**src/rtl/usb_pkg.sv**
```systemverilog
// Shared constants and types for the USB receive path.
package usb_pkg;

    localparam int CRC16_BYTES = 2;
    localparam int SETUP_LEN   = 8;

    // Byte offsets of the fields inside an 8-byte SETUP payload.
    localparam int SETUP_OFS_BMRT = 0;
    localparam int SETUP_OFS_BREQ = 1;
    localparam int SETUP_OFS_WVAL = 2;
    localparam int SETUP_OFS_WIDX = 4;
    localparam int SETUP_OFS_WLEN = 6;

    typedef enum logic [1:0] {
        IDLE = 2'd0,
        RECV = 2'd1,
        OVF  = 2'd2
    } rx_state_e;

endpackage

```
**src/rtl/usb_setup_latch.sv**
```systemverilog
// SETUP shadow: captures the first 8 stored bytes of a packet and publishes
// them as decoded fields when the packet is committed as a valid SETUP.
module usb_setup_latch
    import usb_pkg::*;
(
    input  logic        clk,
    input  logic        rst0_async,
    input  logic        clr_i,
    input  logic        wr_stb_i,
    input  logic [7:0]  wr_data_i,
    input  logic        restart_i,
    input  logic        load_i,
    output logic [7:0]  bm_request_type_o,
    output logic [7:0]  b_request_o,
    output logic [15:0] w_value_o,
    output logic [15:0] w_index_o,
    output logic [15:0] w_length_o,
    output logic        setup_valid_o
);

    logic [3:0] idx_q;
    logic [7:0] shadow_q [SETUP_LEN];
    logic [7:0] bmrt_q, breq_q;
    logic [15:0] wval_q, widx_q, wlen_q;
    logic       valid_q;

    always_ff @(posedge clk or negedge rst0_async) begin
        if (!rst0_async) begin
            idx_q   <= '0;
            valid_q <= 1'b0;
            bmrt_q  <= '0;
            breq_q  <= '0;
            wval_q  <= '0;
            widx_q  <= '0;
            wlen_q  <= '0;
            for (int i = 0; i < SETUP_LEN; i++) shadow_q[i] <= '0;
        end else if (clr_i) begin
            idx_q   <= '0;
            valid_q <= 1'b0;
            bmrt_q  <= '0;
            breq_q  <= '0;
            wval_q  <= '0;
            widx_q  <= '0;
            wlen_q  <= '0;
            for (int i = 0; i < SETUP_LEN; i++) shadow_q[i] <= '0;
        end else begin
            valid_q <= load_i;
            // Index saturates at 8 so trailing CRC bytes never disturb the shadow.
            if (restart_i) begin
                idx_q <= '0;
            end else if (wr_stb_i && (idx_q < 4'(SETUP_LEN))) begin
                shadow_q[idx_q[2:0]] <= wr_data_i;
                idx_q                <= idx_q + 4'd1;
            end
            if (load_i) begin
                bmrt_q <= shadow_q[SETUP_OFS_BMRT];
                breq_q <= shadow_q[SETUP_OFS_BREQ];
                wval_q <= {shadow_q[SETUP_OFS_WVAL+1], shadow_q[SETUP_OFS_WVAL]};
                widx_q <= {shadow_q[SETUP_OFS_WIDX+1], shadow_q[SETUP_OFS_WIDX]};
                wlen_q <= {shadow_q[SETUP_OFS_WLEN+1], shadow_q[SETUP_OFS_WLEN]};
            end
        end
    end

    assign bm_request_type_o = bmrt_q;
    assign b_request_o       = breq_q;
    assign w_value_o         = wval_q;
    assign w_index_o         = widx_q;
    assign w_length_o        = wlen_q;
    assign setup_valid_o     = valid_q;

endmodule

```
**src/rtl/usb_rcv_pktbuf.sv**
```systemverilog
// Receive packet buffer with speculative write, commit (CRC strip) and rewind.
// SETUP decoding is built only when USB_RCV_SETUP_DECODE_EN is defined.
module usb_rcv_pktbuf
    import usb_pkg::*;
#(
    parameter int ADDR_WIDTH = 6
) (
    input  logic                  clk,
    input  logic                  rst0_async,
    input  logic                  rst0_sync,
    input  logic                  wr_en,
    input  logic [7:0]            wr_data,
    input  logic                  wr_setup,
    input  logic                  wr_commit,
    input  logic                  wr_discard,
    input  logic                  rd_en,
    output logic [7:0]            rd_data,
    output logic                  fifo_full,
    output logic                  fifo_empty,
    output logic                  pkt_done,
    output logic [ADDR_WIDTH:0]   pkt_len,
    output logic                  pkt_err,
    output logic [7:0]            bm_request_type,
    output logic [7:0]            b_request,
    output logic [15:0]           w_value,
    output logic [15:0]           w_index,
    output logic [15:0]           w_length,
    output logic                  setup_valid
);

    localparam int DEPTH = 1 << ADDR_WIDTH;
    localparam int PW    = ADDR_WIDTH + 1;

    logic [7:0]    mem_q [DEPTH];
    logic [PW-1:0] wr_ptr_q, wr_ptr_d, cmt_ptr_q, cmt_ptr_d, rd_ptr_q, rd_ptr_d;
    logic [PW-1:0] pkt_len_q, pkt_len_d;
    logic          pkt_done_q, pkt_done_d, pkt_err_q, pkt_err_d;
    rx_state_e     state_q, state_d;

    logic [PW-1:0] n_pend;
    logic          wr_store, commit_ok;

    assign fifo_full  = (PW'(wr_ptr_q - rd_ptr_q) == PW'(DEPTH));
    assign fifo_empty = (rd_ptr_q == cmt_ptr_q);
    assign n_pend     = wr_ptr_q - cmt_ptr_q;
    assign commit_ok  = (state_q != OVF) && (n_pend >= PW'(CRC16_BYTES));
    assign wr_store   = wr_en && !wr_commit && !wr_discard && !fifo_full && (state_q != OVF);

    always_comb begin
        state_d    = state_q;
        wr_ptr_d   = wr_ptr_q;
        cmt_ptr_d  = cmt_ptr_q;
        rd_ptr_d   = rd_ptr_q;
        pkt_len_d  = pkt_len_q;
        pkt_done_d = 1'b0;
        pkt_err_d  = 1'b0;
        if (wr_discard) begin
            state_d  = IDLE;
            wr_ptr_d = cmt_ptr_q;
        end else if (wr_commit) begin
            state_d = IDLE;
            if (commit_ok) begin
                wr_ptr_d   = wr_ptr_q - PW'(CRC16_BYTES);
                cmt_ptr_d  = wr_ptr_q - PW'(CRC16_BYTES);
                pkt_len_d  = n_pend - PW'(CRC16_BYTES);
                pkt_done_d = 1'b1;
            end else begin
                wr_ptr_d  = cmt_ptr_q;
                pkt_err_d = 1'b1;
            end
        end else if (wr_en) begin
            case (state_q)
                IDLE:    state_d = RECV;
                RECV:    if (fifo_full) state_d = OVF;
                default: state_d = state_q;
            endcase
            if (wr_store) wr_ptr_d = wr_ptr_q + 1'b1;
        end
        if (rd_en && !fifo_empty) rd_ptr_d = rd_ptr_q + 1'b1;
    end

    always_ff @(posedge clk or negedge rst0_async) begin
        if (!rst0_async) begin
            state_q    <= IDLE;
            wr_ptr_q   <= '0;
            cmt_ptr_q  <= '0;
            rd_ptr_q   <= '0;
            pkt_len_q  <= '0;
            pkt_done_q <= 1'b0;
            pkt_err_q  <= 1'b0;
        end else if (!rst0_sync) begin
            state_q    <= IDLE;
            wr_ptr_q   <= '0;
            cmt_ptr_q  <= '0;
            rd_ptr_q   <= '0;
            pkt_len_q  <= '0;
            pkt_done_q <= 1'b0;
            pkt_err_q  <= 1'b0;
        end else begin
            state_q    <= state_d;
            wr_ptr_q   <= wr_ptr_d;
            cmt_ptr_q  <= cmt_ptr_d;
            rd_ptr_q   <= rd_ptr_d;
            pkt_len_q  <= pkt_len_d;
            pkt_done_q <= pkt_done_d;
            pkt_err_q  <= pkt_err_d;
        end
    end

    always_ff @(posedge clk) begin
        if (wr_store) mem_q[wr_ptr_q[ADDR_WIDTH-1:0]] <= wr_data;
    end

    // Empty buffer reads as zero so stale memory never leaks out.
    assign rd_data  = fifo_empty ? 8'h00 : mem_q[rd_ptr_q[ADDR_WIDTH-1:0]];
    assign pkt_done = pkt_done_q;
    assign pkt_err  = pkt_err_q;
    assign pkt_len  = pkt_len_q;

`ifdef USB_RCV_SETUP_DECODE_EN
    logic setup_load;
    assign setup_load = wr_commit && !wr_discard && commit_ok && wr_setup &&
                        (int'(n_pend) == SETUP_LEN + CRC16_BYTES);

    usb_setup_latch u_setup (
        .clk               (clk),
        .rst0_async        (rst0_async),
        .clr_i             (!rst0_sync),
        .wr_stb_i          (wr_store),
        .wr_data_i         (wr_data),
        .restart_i         (wr_commit || wr_discard),
        .load_i            (setup_load),
        .bm_request_type_o (bm_request_type),
        .b_request_o       (b_request),
        .w_value_o         (w_value),
        .w_index_o         (w_index),
        .w_length_o        (w_length),
        .setup_valid_o     (setup_valid)
    );
`else
    wire unused_setup = &{1'b0, wr_setup};
    assign bm_request_type = '0;
    assign b_request       = '0;
    assign w_value         = '0;
    assign w_index         = '0;
    assign w_length        = '0;
    assign setup_valid     = 1'b0;
`endif

endmodule
```
**config.mk**
```make
export PLATFORM = sky130hd
export DESIGN_NAME = usb_rcv_pktbuf
export DESIGN_NICKNAME = d
export VERILOG_FILES = /design/src/rtl/usb_pkg.sv /design/src/rtl/usb_setup_latch.sv /design/src/rtl/usb_rcv_pktbuf.sv
export SDC_FILE = /design/constraint.sdc
export NUM_CORES = 1
export LEC_CHECK = 0
export ABC_CLOCK_PERIOD_IN_PS = 4650
export CAP_MARGIN = 20
export CORE_UTILIZATION = 30
export CTS_BUF_LIST = sky130_fd_sc_hd__clkbuf_2
export CTS_CLUSTER_SIZE = 40
export DETAILED_ROUTE_END_ITERATION = 8
export GPL_TIMING_DRIVEN = 0
export PLACE_DENSITY = 0.55
export SYNTH_ARGS = -nofsm -noshare
export SYNTH_HDL_FRONTEND = slang
export SYNTH_HIERARCHICAL = 1
export SYNTH_SLANG_ARGS = --single-unit
```
**constraint.sdc**
```tcl
create_clock -name clk -period 4.65 [get_ports clk]
set_input_delay 0.465 -clock clk [delete_from_list [all_inputs] [get_ports clk]]
set_output_delay 0.465 -clock clk [all_outputs]
set_load 0.005 [all_outputs]
```
==> metrics, run 1 <==
Layout Skew 0.101 ns; Avg WL per Cell 22.6 µm; Final Hold Vio Count 0; FFs w/ async S/R, synth 0.0588; final setup margin 0.0199 ns; crit path to mem_q[31][4]; # rows 100; Synth Cell Area 0.0228 mm²; P_leak 9.15 nW; Initial DRC Count 859; drt via density 4.79; gr usage total 0.151; hold_ws 0.166 ns; clk_lat worst skew 1.35 ns; clock root cell clkbuf_2; I/O pins 100; drt pass-1 iters 7; WL final 57600 µm; CTS tree done; sequential area share after synthesis 0.710; Area Overhead vs Synth 18.4%; max cap viols 0; Port Buf Inserts 33; fmax 216 MHz; Critical Path AT 5.51 ns; H-tree depth 4; most frequent cells after synthesis edfxtp_1, mux4_2, nor2_1; layout cell share with drive strength beyond 1 0.373; CP Class register to register; worst IR drop on VDD 0.237 mV; Setup WS pre-CTS -1.11 ns; post-layout min period 4.63 ns; Reg area 0.0162 mm²; initial core utilization 0.305; Placement Cell Area 0.0247 mm²; Synth area leaders edfxtp_1, mux4_2, dfrtp_1; clock tree buffer depth 3; Worst R2R Start rd_ptr_q[4]; Core Region 0.0748 mm²; Critical Path Source rd_ptr_q[4]; Synth top area share 0.675; Multi-input gate area 0.00614 mm²; residual DRC count 0; Slew Limit Fails 0; final setup fails 0; Worst Tran Pin Value 0.888 ns; ANT nets after route 0; CTS Buf Count 142; CTS clk-pin slew, worst paths 0.10 ns; synth warn 6; most frequent cell after synthesis edfxtp_1; Hold Path Class input pin to register; Synth area leader edfxtp_1; crit-path max FO 10; crit end category register; syn avg cell area 19.4 µm²; Yosys reg bits 544; Post-Syn Instances 1176; R2R Setup Slk 0.02 ns; EDFF count, synth 512; via count 12.2k; setup TNS 0 ns; status complete, no violations; headroom to the max-slew limit 0.408; dpl hpwl 36800 µm; final instance area 0.0270 mm²; die height 278 µm; Netlist cell types 61; Sink Count 544; Cell Pwr Density 420 mW/mm²; Top FF cell, synth edfxtp_1; initial antenna violation count 4; GRT overflow 0; fill count 7066; GP Congestion 0.792; NumNets Final 1510; Final Core Density 0.361; RSZ-0062 raised after global routing true; largest net degree at the start of global routing 49; Reg2Reg Depth 10; Die Wd 278 µm; Tcrit/Tclk final 0.996; CP Data Required Time 5.53 ns; first-pass GRT wire length 84000 µm; vias in the first global route 12.7k; Critical Path Start Type register; DIE AREA 0.0771 mm²; FF-to-FF End mem_q[31][4]
[area by class of cell]
class	instances	area share
diodes	3	0.000278
plain buffers	115	0.0370
clock buffers	204	0.0378
clock inverters	40	0.0101
inverters	19	0.00283
multi-input cells	559	0.228
flip-flops and latches	544	0.600
well taps	969	0.0449
repair buffers	92	0.0398
[registers in the layout, summed over array words and instances, names as in the netlist]
signal and flops:
pkt_err 1, rd_ptr_q 7, pkt_len 7, state_q 2, wr_ptr_q 7, cmt_ptr_q 7
mem_q 512, pkt_done 1
[cell families (layout without fill, tap and decap cells)]
family          count (synthesis)  in the layout  share of synthesized area
fa+ha+maj                      21             21                     0.0119
flops                         544            544                      0.710
buf+inv                       137            470                     0.0356
other cells                     1             68                   0.000165
compound gates                 62             62                     0.0197
simple gates                  208            208                     0.0428
xor+xnor                       27             27                     0.0104
mux                           176            176                      0.170
[stage by stage]
| stage | total power [W] | instances |
|---|---|---|
| final | 0.0113 | 2545 |
| after global routing | 0.0118 | 2545 |
| after CTS | 0.0113 | 2526 |
| after detailed placement | 0.00768 | 2251 |
| after global placement | 0.00765 | 2242 |
| after floorplan | 0.00692 | 1240 |
[placed cells by master (no fill, tap or decap), types with 9 or more instances in the layout]
master,instances
conb_1,65
clkbuf_16,9
edfxtp_1,512
dlygate4sd3_1,16
buf_4,85
dfrtp_1,30
clkbuf_1,12
ha_1,20
clkdlybuf4s50_1,15
inv_1,17
buf_12,21
nor2_2,14
clkinv_1,27
mux4_2,168
xnor2_1,19
buf_2,21
nand2_1,33
nor2_1,86
o21ai_0,11
a21oi_1,13
clkbuf_2,210
[worst min-delay path by stage]
stage                           from      endpoint  slack (ns)  cells past startpoint
after floorplan           rst0_async  cmt_ptr_q[0]        0.17                      0
after global placement    pkt_len[2]    pkt_len[2]        0.52                      2
after detailed placement  pkt_len[0]    pkt_len[0]        0.52                      2
after CTS                 wr_data[1]   mem_q[1][1]        0.02                      2
after global routing      wr_data[1]   mem_q[1][1]        0.07                      2
final                     wr_data[1]   mem_q[1][1]        0.17                      2
[what timing repair did]
action,in CTS,in global routing
endpoints found under the hold margin,555,0
pin swaps,1,1
buffers inserted,11,12
gates cloned,5,7
resized for setup,125,41
endpoints found under the setup margin,524,311
hold buffers,17,0
[per-layer routing]
metal | global-route usage | vias up | part of all wire
li1 | - | 5315 | -
met2 | 0.229 | 529 | 0.47
met1 | 0.198 | 6232 | 0.42
met4 | 0.0608 | 4 | 0.024
met3 | 0.0531 | 101 | 0.086
met5 | 0 | - | 0.00092
[worst max-delay path: stages (launching register included)]
cell	delay (ns)
dfrtp_1	0.37
clkbuf_2	0.33
inv_1	0.16
ha_1	0.39
nor3_1	0.08
and3_1	0.17
or3_1	0.38
and2_1	0.19
a2111oi_2	0.80
nand3_1	0.54
nor2_1	0.83
[where the power goes]
| group | switching (W) | total, W | internal [W] |
|---|---|---|---|
| Sequential | 0.0000495 | 0.00544 | 0.00539 |
| Clock | 0.00198 | 0.00338 | 0.00139 |
| Combinational | 0.00125 | 0.00251 | 0.00125 |
| Total | 0.00329 | 0.0113 | 0.00804 |
(Power assumes the default switching activity.)
==> inputs of run 2 (changes only) <==
- CAP_MARGIN: 20 -> 5
- CORE_UTILIZATION: 30 -> 40
- PLACE_DENSITY: 0.55 -> 0.67
==> metrics, run 2 (synthesis gave the netlist of run 1 again) <==
status complete, but fails checks; failing checks negative setup slack; final setup fails 5 (+5); R2R Setup Slk 0.08 ns (+0.06 ns); via count 12.2k (-0.082%); CTS clk-pin slew, worst paths 0.11 ns (about the same); initial antenna violation count 3 (-1); HP Start wr_data[6]; dpl hpwl 34300 µm (-6.8%); layout cell share with drive strength beyond 1 0.375 (+0.00271); Hold Path Class input pin to register; Sink Count 544 (unchanged); GP Congestion 0.818 (+3.4%); largest net degree at the start of global routing 53 (+8.2%); vias in the first global route 12.5k (-1.8%); CTS tree done; fmax 214 MHz (-1.1%); Final Hold Vio Count 0 (unchanged); ANT nets after route 0 (unchanged); crit end category primary output; final setup margin -0.0331 ns (-0.0529 ns); Avg WL per Cell 23.1 µm (+2.0%); Top Layer Used met4; I/O pins 100 (unchanged); WL final 53300 µm (-7.4%); WL met3 4570 µm (-7.7%); crit-path max FO 5 (-5); Reg2Reg Depth 10 (unchanged); Die Wd 241 µm (-13%); drt pass-1 iters 7 (unchanged); die height 241 µm (-13%); fill count 4875 (-31%); drt via density 5.27 (+10%); P_leak 8.98 nW (-1.9%); post-layout min period 4.68 ns (+0.0529 ns); Worst Tran Pin Value 0.912 ns (+0.0236 ns); Port Buf Inserts 33 (unchanged); clock root cell clkbuf_2; worst IR drop on VDD 0.224 mV (-5.2%); dpl cells 2037 (-9.5%); DIE AREA 0.0579 mm² (-25%); clock tree buffer depth 3 (unchanged); clk_lat worst skew 1.25 ns (-0.10 ns); CP Data Required Time 4.18 ns (-1.35 ns); gr usage total 0.190 (+0.0388); Critical Path Source rd_ptr_q[0]; CTS Buf Count 136 (-4.2%); Critical Path AT 4.22 ns (-1.29 ns); commonest non-fill, non-tap cells in the layout edfxtp_1, clkbuf_2, mux4_2, buf_4, nor2_1; max cap viols 0 (unchanged); headroom to the max-slew limit 0.390 (-0.0180); Tcrit/Tclk final 1.01 (+0.0114); setup TNS -0.118 ns (-0.118 ns); RSZ-0062 raised after global routing true; Largest register FFs 512 (unchanged); first-pass GRT wire length 77900 µm (-7.3%); met1 WL 21700 µm (-11%); NumNets Final 1503 (-0.46%); met2 wire length 25900 µm (-3.3%); fin cells 2309 (-9.3%); GRT overflow 0 (unchanged); initial core utilization 0.404 (+0.0996); residual DRC count 0 (unchanged); Worst R2R Start rd_ptr_q[3]; FF-to-FF End mem_q[48][3]; hold_ws 0.158 ns (-0.00731 ns); # rows 87 (-13%); CP Class register to primary output; Core Region 0.0564 mm² (-25%); Slew Limit Fails 0 (unchanged); Cell Pwr Density 417 mW/mm² (-0.75%); Area Overhead vs Synth 16.4%; Initial DRC Count 1103 (+28%); Layout Skew 0.0653 ns (-0.0357 ns); Critical Path Start Type register; H-tree depth 4 (unchanged); crit path to rd_data[6]; most common cell after layout, fill and taps aside edfxtp_1
[run 2: cell type report]
type	count	area, µm²	area share
clock buffer	178	891	0.0336
timing repair buffer	92	957	0.0361
tap	756	946	0.0357
buffer	114	955	0.0360
multi-input combinational	559	6180	0.233
inverter	19	76.3	0.00288
clock inverter	45	325	0.0123
antenna	2	5.00	0.000189
sequential	544	16200	0.610
[run 2: what timing repair did]
item	CTS	global route
cloned	0	0
hold endpoints to repair	555	0
gates resized for setup	121	48
setup buffers	28	7
hold buffers	16	0
pin swaps	0	1
setup endpoints to repair	522	296
[run 2: worst max-delay path, stage by stage, from the launching register on]
cell and delay, ns:
dfrtp_1 0.40, buf_8 0.14, buf_12 0.12, buf_12 0.15
buf_12 0.13, buf_12 0.12, mux4_2 0.54, mux4_2 0.55
mux4_2 0.49, nor2b_4 0.15, buf_2 0.15
[run 2: per-layer routing]
metal | track usage | up-vias
met3 | 0.0584 | 73
met5 | 0 | -
met1 | 0.246 | 6267
met4 | 0.0774 | 0
met2 | 0.299 | 550
li1 | - | 5281
[run 2: stage by stage]
stage / utilization / area, µm² / worst slack, ns / power, W
after CTS: 0.467 / 26300 / -0.199 / 0.0111
final: 0.470 / 26500 / -0.0331 / 0.0110
after floorplan: - / 23000 / 0.857 / 0.00692
after global routing: 0.470 / 26500 / -0.167 / 0.0115
after detailed placement: 0.433 / 24400 / -1.05 / 0.00763
after global placement: 0.431 / 24300 / -0.991 / 0.00760
[run 2: worst min path at each step]
stage,slack [ns],depth (start not counted),end
floorplan,0.17,0,cmt_ptr_q[0]
global placement,0.52,2,pkt_len[0]
detailed placement,0.52,2,pkt_len[0]
CTS,0.005,2,mem_q[14][0]
global route,0.08,2,mem_q[46][6]
finish,0.16,2,mem_q[52][6]
[run 2: report_power, final]
part	total, W	internal [W]	switching [W]
clock network	0.00322	0.00132	0.00190
logic	0.00239	0.00119	0.00119
registers	0.00544	0.00539	0.0000499
